### src/rtl/ram_arbiter_pkg.sv
// Shared types for the main-RAM arbiter: read-return owner encoding and the
// width of the CPU starvation counter.
package ram_arbiter_pkg;

  typedef enum logic [1:0] {
    OWN_NONE = 2'd0,
    OWN_CPU  = 2'd1,
    OWN_VGA  = 2'd2
  } owner_t;

  localparam int WAIT_W = 4;

endpackage

### src/rtl/arb_stat_counter.sv
// Free-running 32-bit event counter with natural wrap. Only elaborated when
// RAM_ARB_STATS_EN is defined, since nothing else instantiates it.
`ifdef RAM_ARB_STATS_EN
module arb_stat_counter (
  input  logic        clk,
  input  logic        reset_i,
  input  logic        i_en,
  output logic [31:0] o_count
);

  logic [31:0] r_count;

  always_ff @(posedge clk or negedge reset_i) begin
    if (!reset_i) begin
      r_count <= '0;
    end else if (i_en) begin
      r_count <= r_count + 32'd1;
    end
  end

  assign o_count = r_count;

endmodule
`endif

### src/rtl/ram_arbiter.sv
// Single-port main-RAM arbiter: VGA scan-out has priority, CPU is guaranteed a
// slot after CPU_MAX_WAIT consecutive losses. Optional counters: RAM_ARB_STATS_EN.
module ram_arbiter
  import ram_arbiter_pkg::*;
#(
  parameter int ADDR_W       = 15,
  parameter int DATA_W       = 32,
  parameter int CPU_MAX_WAIT = 4
) (
  input  logic                clk,
  input  logic                reset_i,
  input  logic                cpu_req_i,
  input  logic                cpu_we_i,
  input  logic [DATA_W/8-1:0] cpu_mask_i,
  input  logic [ADDR_W-1:0]   cpu_addr_i,
  input  logic [DATA_W-1:0]   cpu_data_i,
  output logic                cpu_gnt_o,
  output logic                cpu_rvalid_o,
  output logic [DATA_W-1:0]   cpu_data_o,
  input  logic                vga_req_i,
  input  logic [ADDR_W-1:0]   vga_addr_i,
  output logic                vga_gnt_o,
  output logic                vga_rvalid_o,
  output logic [DATA_W-1:0]   vga_data_o,
  output logic                ram_sel_o,
  output logic                ram_we_o,
  output logic [DATA_W/8-1:0] ram_mask_o,
  output logic [ADDR_W-1:0]   ram_addr_o,
  output logic [DATA_W-1:0]   ram_data_o,
  input  logic [DATA_W-1:0]   ram_data_i
`ifdef RAM_ARB_STATS_EN
  ,
  output logic [31:0]         stat_cpu_grants_o,
  output logic [31:0]         stat_vga_grants_o,
  output logic [31:0]         stat_cpu_stall_o
`endif
);

  localparam logic [WAIT_W-1:0] MAX_WAIT = WAIT_W'(CPU_MAX_WAIT);

  owner_t              r_rd_owner;
  owner_t              w_rd_owner_next;
  logic [WAIT_W-1:0]   r_cpu_wait;
  logic [WAIT_W-1:0]   w_cpu_wait_next;
  logic [DATA_W-1:0]   r_cpu_data;
  logic [DATA_W-1:0]   r_vga_data;
  logic                w_vga_win;
  logic                w_cpu_win;
  logic                w_cpu_rvalid;
  logic                w_vga_rvalid;

  // VGA yields only once the CPU has been starved for CPU_MAX_WAIT cycles.
  assign w_vga_win = vga_req_i & (~cpu_req_i | (r_cpu_wait < MAX_WAIT));
  assign w_cpu_win = cpu_req_i & ~w_vga_win;

  assign cpu_gnt_o = w_cpu_win;
  assign vga_gnt_o = w_vga_win;

  always_comb begin
    ram_sel_o  = 1'b0;
    ram_we_o   = 1'b0;
    ram_mask_o = '0;
    ram_addr_o = '0;
    ram_data_o = '0;
    if (w_vga_win) begin
      ram_sel_o  = 1'b1;
      ram_mask_o = '1;
      ram_addr_o = vga_addr_i;
    end else if (w_cpu_win) begin
      ram_sel_o  = 1'b1;
      ram_we_o   = cpu_we_i;
      ram_mask_o = cpu_mask_i;
      ram_addr_o = cpu_addr_i;
      ram_data_o = cpu_data_i;
    end
  end

  always_comb begin
    w_cpu_wait_next = '0;
    if (cpu_req_i && w_vga_win) begin
      w_cpu_wait_next = (r_cpu_wait == MAX_WAIT) ? r_cpu_wait : r_cpu_wait + 1'b1;
    end

    w_rd_owner_next = OWN_NONE;
    if (w_vga_win) begin
      w_rd_owner_next = OWN_VGA;
    end else if (w_cpu_win && !cpu_we_i) begin
      w_rd_owner_next = OWN_CPU;
    end
  end

  assign w_cpu_rvalid = (r_rd_owner == OWN_CPU);
  assign w_vga_rvalid = (r_rd_owner == OWN_VGA);

  always_ff @(posedge clk or negedge reset_i) begin
    if (!reset_i) begin
      r_rd_owner <= OWN_NONE;
      r_cpu_wait <= '0;
      r_cpu_data <= '0;
      r_vga_data <= '0;
    end else begin
      r_rd_owner <= w_rd_owner_next;
      r_cpu_wait <= w_cpu_wait_next;
      if (w_cpu_rvalid) begin
        r_cpu_data <= ram_data_i;
      end
      if (w_vga_rvalid) begin
        r_vga_data <= ram_data_i;
      end
    end
  end

  // Return data passes straight through on the rvalid cycle, then is held.
  assign cpu_rvalid_o = w_cpu_rvalid;
  assign vga_rvalid_o = w_vga_rvalid;
  assign cpu_data_o   = w_cpu_rvalid ? ram_data_i : r_cpu_data;
  assign vga_data_o   = w_vga_rvalid ? ram_data_i : r_vga_data;

`ifdef RAM_ARB_STATS_EN
  logic w_cpu_stall;
  assign w_cpu_stall = cpu_req_i & ~w_cpu_win;

  arb_stat_counter u_stat_cpu (
    .clk     (clk),
    .reset_i (reset_i),
    .i_en    (w_cpu_win),
    .o_count (stat_cpu_grants_o)
  );

  arb_stat_counter u_stat_vga (
    .clk     (clk),
    .reset_i (reset_i),
    .i_en    (w_vga_win),
    .o_count (stat_vga_grants_o)
  );

  arb_stat_counter u_stat_stall (
    .clk     (clk),
    .reset_i (reset_i),
    .i_en    (w_cpu_stall),
    .o_count (stat_cpu_stall_o)
  );
`endif

endmodule

### config.mk
export PLATFORM = sky130hd
export DESIGN_NAME = ram_arbiter
export DESIGN_NICKNAME = d
export VERILOG_FILES = /design/src/rtl/ram_arbiter_pkg.sv /design/src/rtl/arb_stat_counter.sv /design/src/rtl/ram_arbiter.sv
export SDC_FILE = /design/constraint.sdc
export NUM_CORES = 1
export LEC_CHECK = 0
export BUFFER_PORTS_ARGS = -buffer_cell sky130_fd_sc_hd__buf_4
export CAP_MARGIN = 20
export CORE_UTILIZATION = 40
export CTS_CLUSTER_SIZE = 16
export DETAILED_ROUTE_END_ITERATION = 7
export PLACE_DENSITY_LB_ADDON = 0.1
export SLEW_MARGIN = 10
export SYNTH_ARGS = -nofsm -noshare
export SYNTH_HDL_FRONTEND = slang
export SYNTH_SLANG_ARGS = --single-unit
export TNS_END_PERCENT = 20
### constraint.sdc
create_clock -name clk -period 3.05 [get_ports clk]
set_clock_uncertainty 0.1 [all_clocks]
set_input_delay 0.61 -clock clk [delete_from_list [all_inputs] [get_ports clk]]
set_output_delay 0.61 -clock clk [all_outputs]
set_load 0.02 [all_outputs]
==> reports/results.tsv <==
metric	value	unit
outcome	complete, no violations	
hold_ws	0.273	ns
leading area contributor after synthesis	dfrtp_1	
Ports	224	
Post-CTS Hold Buffers	0	
Final Hold Fails	0	
DP Wirelength	6640	µm
worst slew pin tran	0.863	ns
Synthesis Warnings	0	
clock tree from TritonCTS	done	
Post-layout nets	550	
initial drt markers	79	
die area	8270	µm²
Avg Inst Size Synth	14.2	µm²
startpoint types	flop	
Max rail drop VDD	414	µV
MaxCap Viol Count	0	
Pwr Density	591	nW/µm²
post-cts sizing count	0	
dpl ws	0.679	ns
Cells after Synth	222	
Final ANT Viol Nets	0	
placer congestion estimate	0.743	
layout cells sized above 1	70.7	%
Skew-Pair Late Insertion Delay	0.33	ns
worst setup margin	0.505	ns
first-pass GRT wire length	13600	µm
drt first pass iters	4	
clock slew at reported path FFs	0.07	ns
area of the multi-input gates	1250	µm²
Setup crit end kind	output port	
fin crit period	2.55	ns
Final Cycle Share	83.5	%
critical path class	reg2out	
Fillers	639	
Seq/Total Area, Yosys	55.4	%
via count	2532	
post-synthesis net count	327	
drt total wl	8570	µm
TNS Setup	0	ns
hold crit path type	in2async	
Synth Register Bits	70	
port bufs	223	
Final Util	66.1	%
remaining routing DRC violations	0	
Initial Util	41.1	%
count of cell types in the netlist	22	
RSZ-0062 raised after global routing	no	
CTS buffer count	9	
Lkg Pwr	2.56	nW
Rows	32	
Final Setup Violations	0	
fin area	5080	µm²
Worst Path Arrival	1.84	ns
total clock sinks	70	
die height	90.9	µm
H-Tree Depth	3	
ranking of synthesized cells by area	dfrtp_1, mux2_2, and2_1	
top cell type's share of synthesized area	55.4	%
Post-Synthesis Cell Area	3160	µm²
Max Freq	393	MHz
Root Driver	clkbuf_8	
cell area after placement	4860	µm²
crit-path max FO	20	
Die Span X	90.9	µm
pin count of the biggest net entering global routing	71	
DR vias/cell	4.59	
final max-slew violation count	0	
most common cell after layout, fill and taps aside	buf_4	
WL per Instance	15.5	µm
max_slew headroom	42.5	%
Area Overhead vs Synth	60.7	%
Post-CTS Setup Inserts	0	
Max clock buf depth	2	
data required time of the worst path	2.34	ns
total congestion overflow	0	
CORE AREA	7690	µm²
Storage cell area	1750	µm²
ant diodes	0	
vias in the first global route	2653	
most frequent cells in the layout	buf_4, dfrtp_1, mux2_2	
antenna violations before repair	0	
GRT Resource Usage Total	21.2	%
[flip-flops by register name, summed over array words and instances, names as in the netlist]
register    cells
r_cpu_data     32
r_cpu_wait      4
r_rd_owner      2
r_vga_data     32
[layer usage]
metal | wire length [µm] | vias up | track usage [%]
met3 | 670 | 8 | 8.42
met4 | 85 | 0 | 4.89
met5 | 0 | - | 0
li1 | - | 1208 | -
met1 | 3540 | 1206 | 26.8
met2 | 4270 | 110 | 34.3
[kinds of logic after synthesis]
logic type,after synthesis,share of synthesized area (%)
other,1,0.119
adder cells (fa/ha/maj),2,0.791
multiplexers,65,23.1
AND/OR/NAND/NOR,44,8.51
AO/OA/AOI/OAI,21,6.69
buffers and inverters,19,5.42
flip-flops,70,55.4
[power by group]
group	internal [mW]	leakage, nW	total, mW	switching [mW]
Sequential	1.09	0.830	1.13	0.0410
Clock	0.484	0.110	0.814	0.329
Combinational	0.516	1.62	1.06	0.541
[critical path, stage by stage, from the launching register on]
cell and delay (ns):
dfrtp_1 0.41, nand2b_2 0.33, buf_12 0.23, mux2_2 0.37, buf_4 0.17
[cells in the mapped netlist]
| cell | instances |
|---|---|
| buf_6 | 13 |
| nor2b_1 | 1 |
| dfrtp_1 | 70 |
| ha_1 | 2 |
| and2b_1 | 1 |
| a22o_4 | 2 |
| buf_2 | 2 |
| and2_4 | 1 |
| mux2_2 | 64 |
| conb_1 | 1 |
| mux2i_1 | 1 |
| inv_1 | 4 |
| o21ai_2 | 1 |
| nand3b_1 | 1 |
| nand3_1 | 1 |
| or2_2 | 1 |
| nand2b_1 | 1 |
| a21boi_4 | 1 |
| and2_1 | 33 |
| nor2_1 | 4 |
| a22o_1 | 13 |
| a21o_2 | 4 |
[cell type report]
cell class	count	area share, %
repair buffers	227	33.8
flip-flops and latches	70	34.5
multi-input cells	133	24.6
clock buffers	11	2.78
clock inverters	5	1.60
well taps	102	2.51
inverters	4	0.295
[stage by stage]
stage,total power [mW],instances
final,3.00,552
after global routing,3.15,552
after CTS,3.04,552
after detailed placement,2.22,536
after global placement,2.19,536
after floorplan,1.72,222
[worst paths after layout]
path,cells after the start,start,end,slack (ns)
hold reg to reg,1,r_cpu_wait[0]$_DFFE_PN0P_,r_cpu_wait[0]$_DFFE_PN0P_,0.37
setup / recovery,4,r_rd_owner[1]$_DFF_PN0_,vga_data_o[14],0.50
hold / removal,1,reset_i,r_cpu_data[19]$_DFF_PN0_,0.27
max in group asynchronous,1,reset_i,r_cpu_data[31]$_DFF_PN0_,1.99
setup reg to reg,3,r_rd_owner[1]$_DFF_PN0_,r_vga_data[23]$_DFF_PN0_,1.49
min in group clk,1,r_cpu_wait[0]$_DFFE_PN0P_,r_cpu_wait[0]$_DFFE_PN0P_,0.37
(Power assumes the default switching activity.)
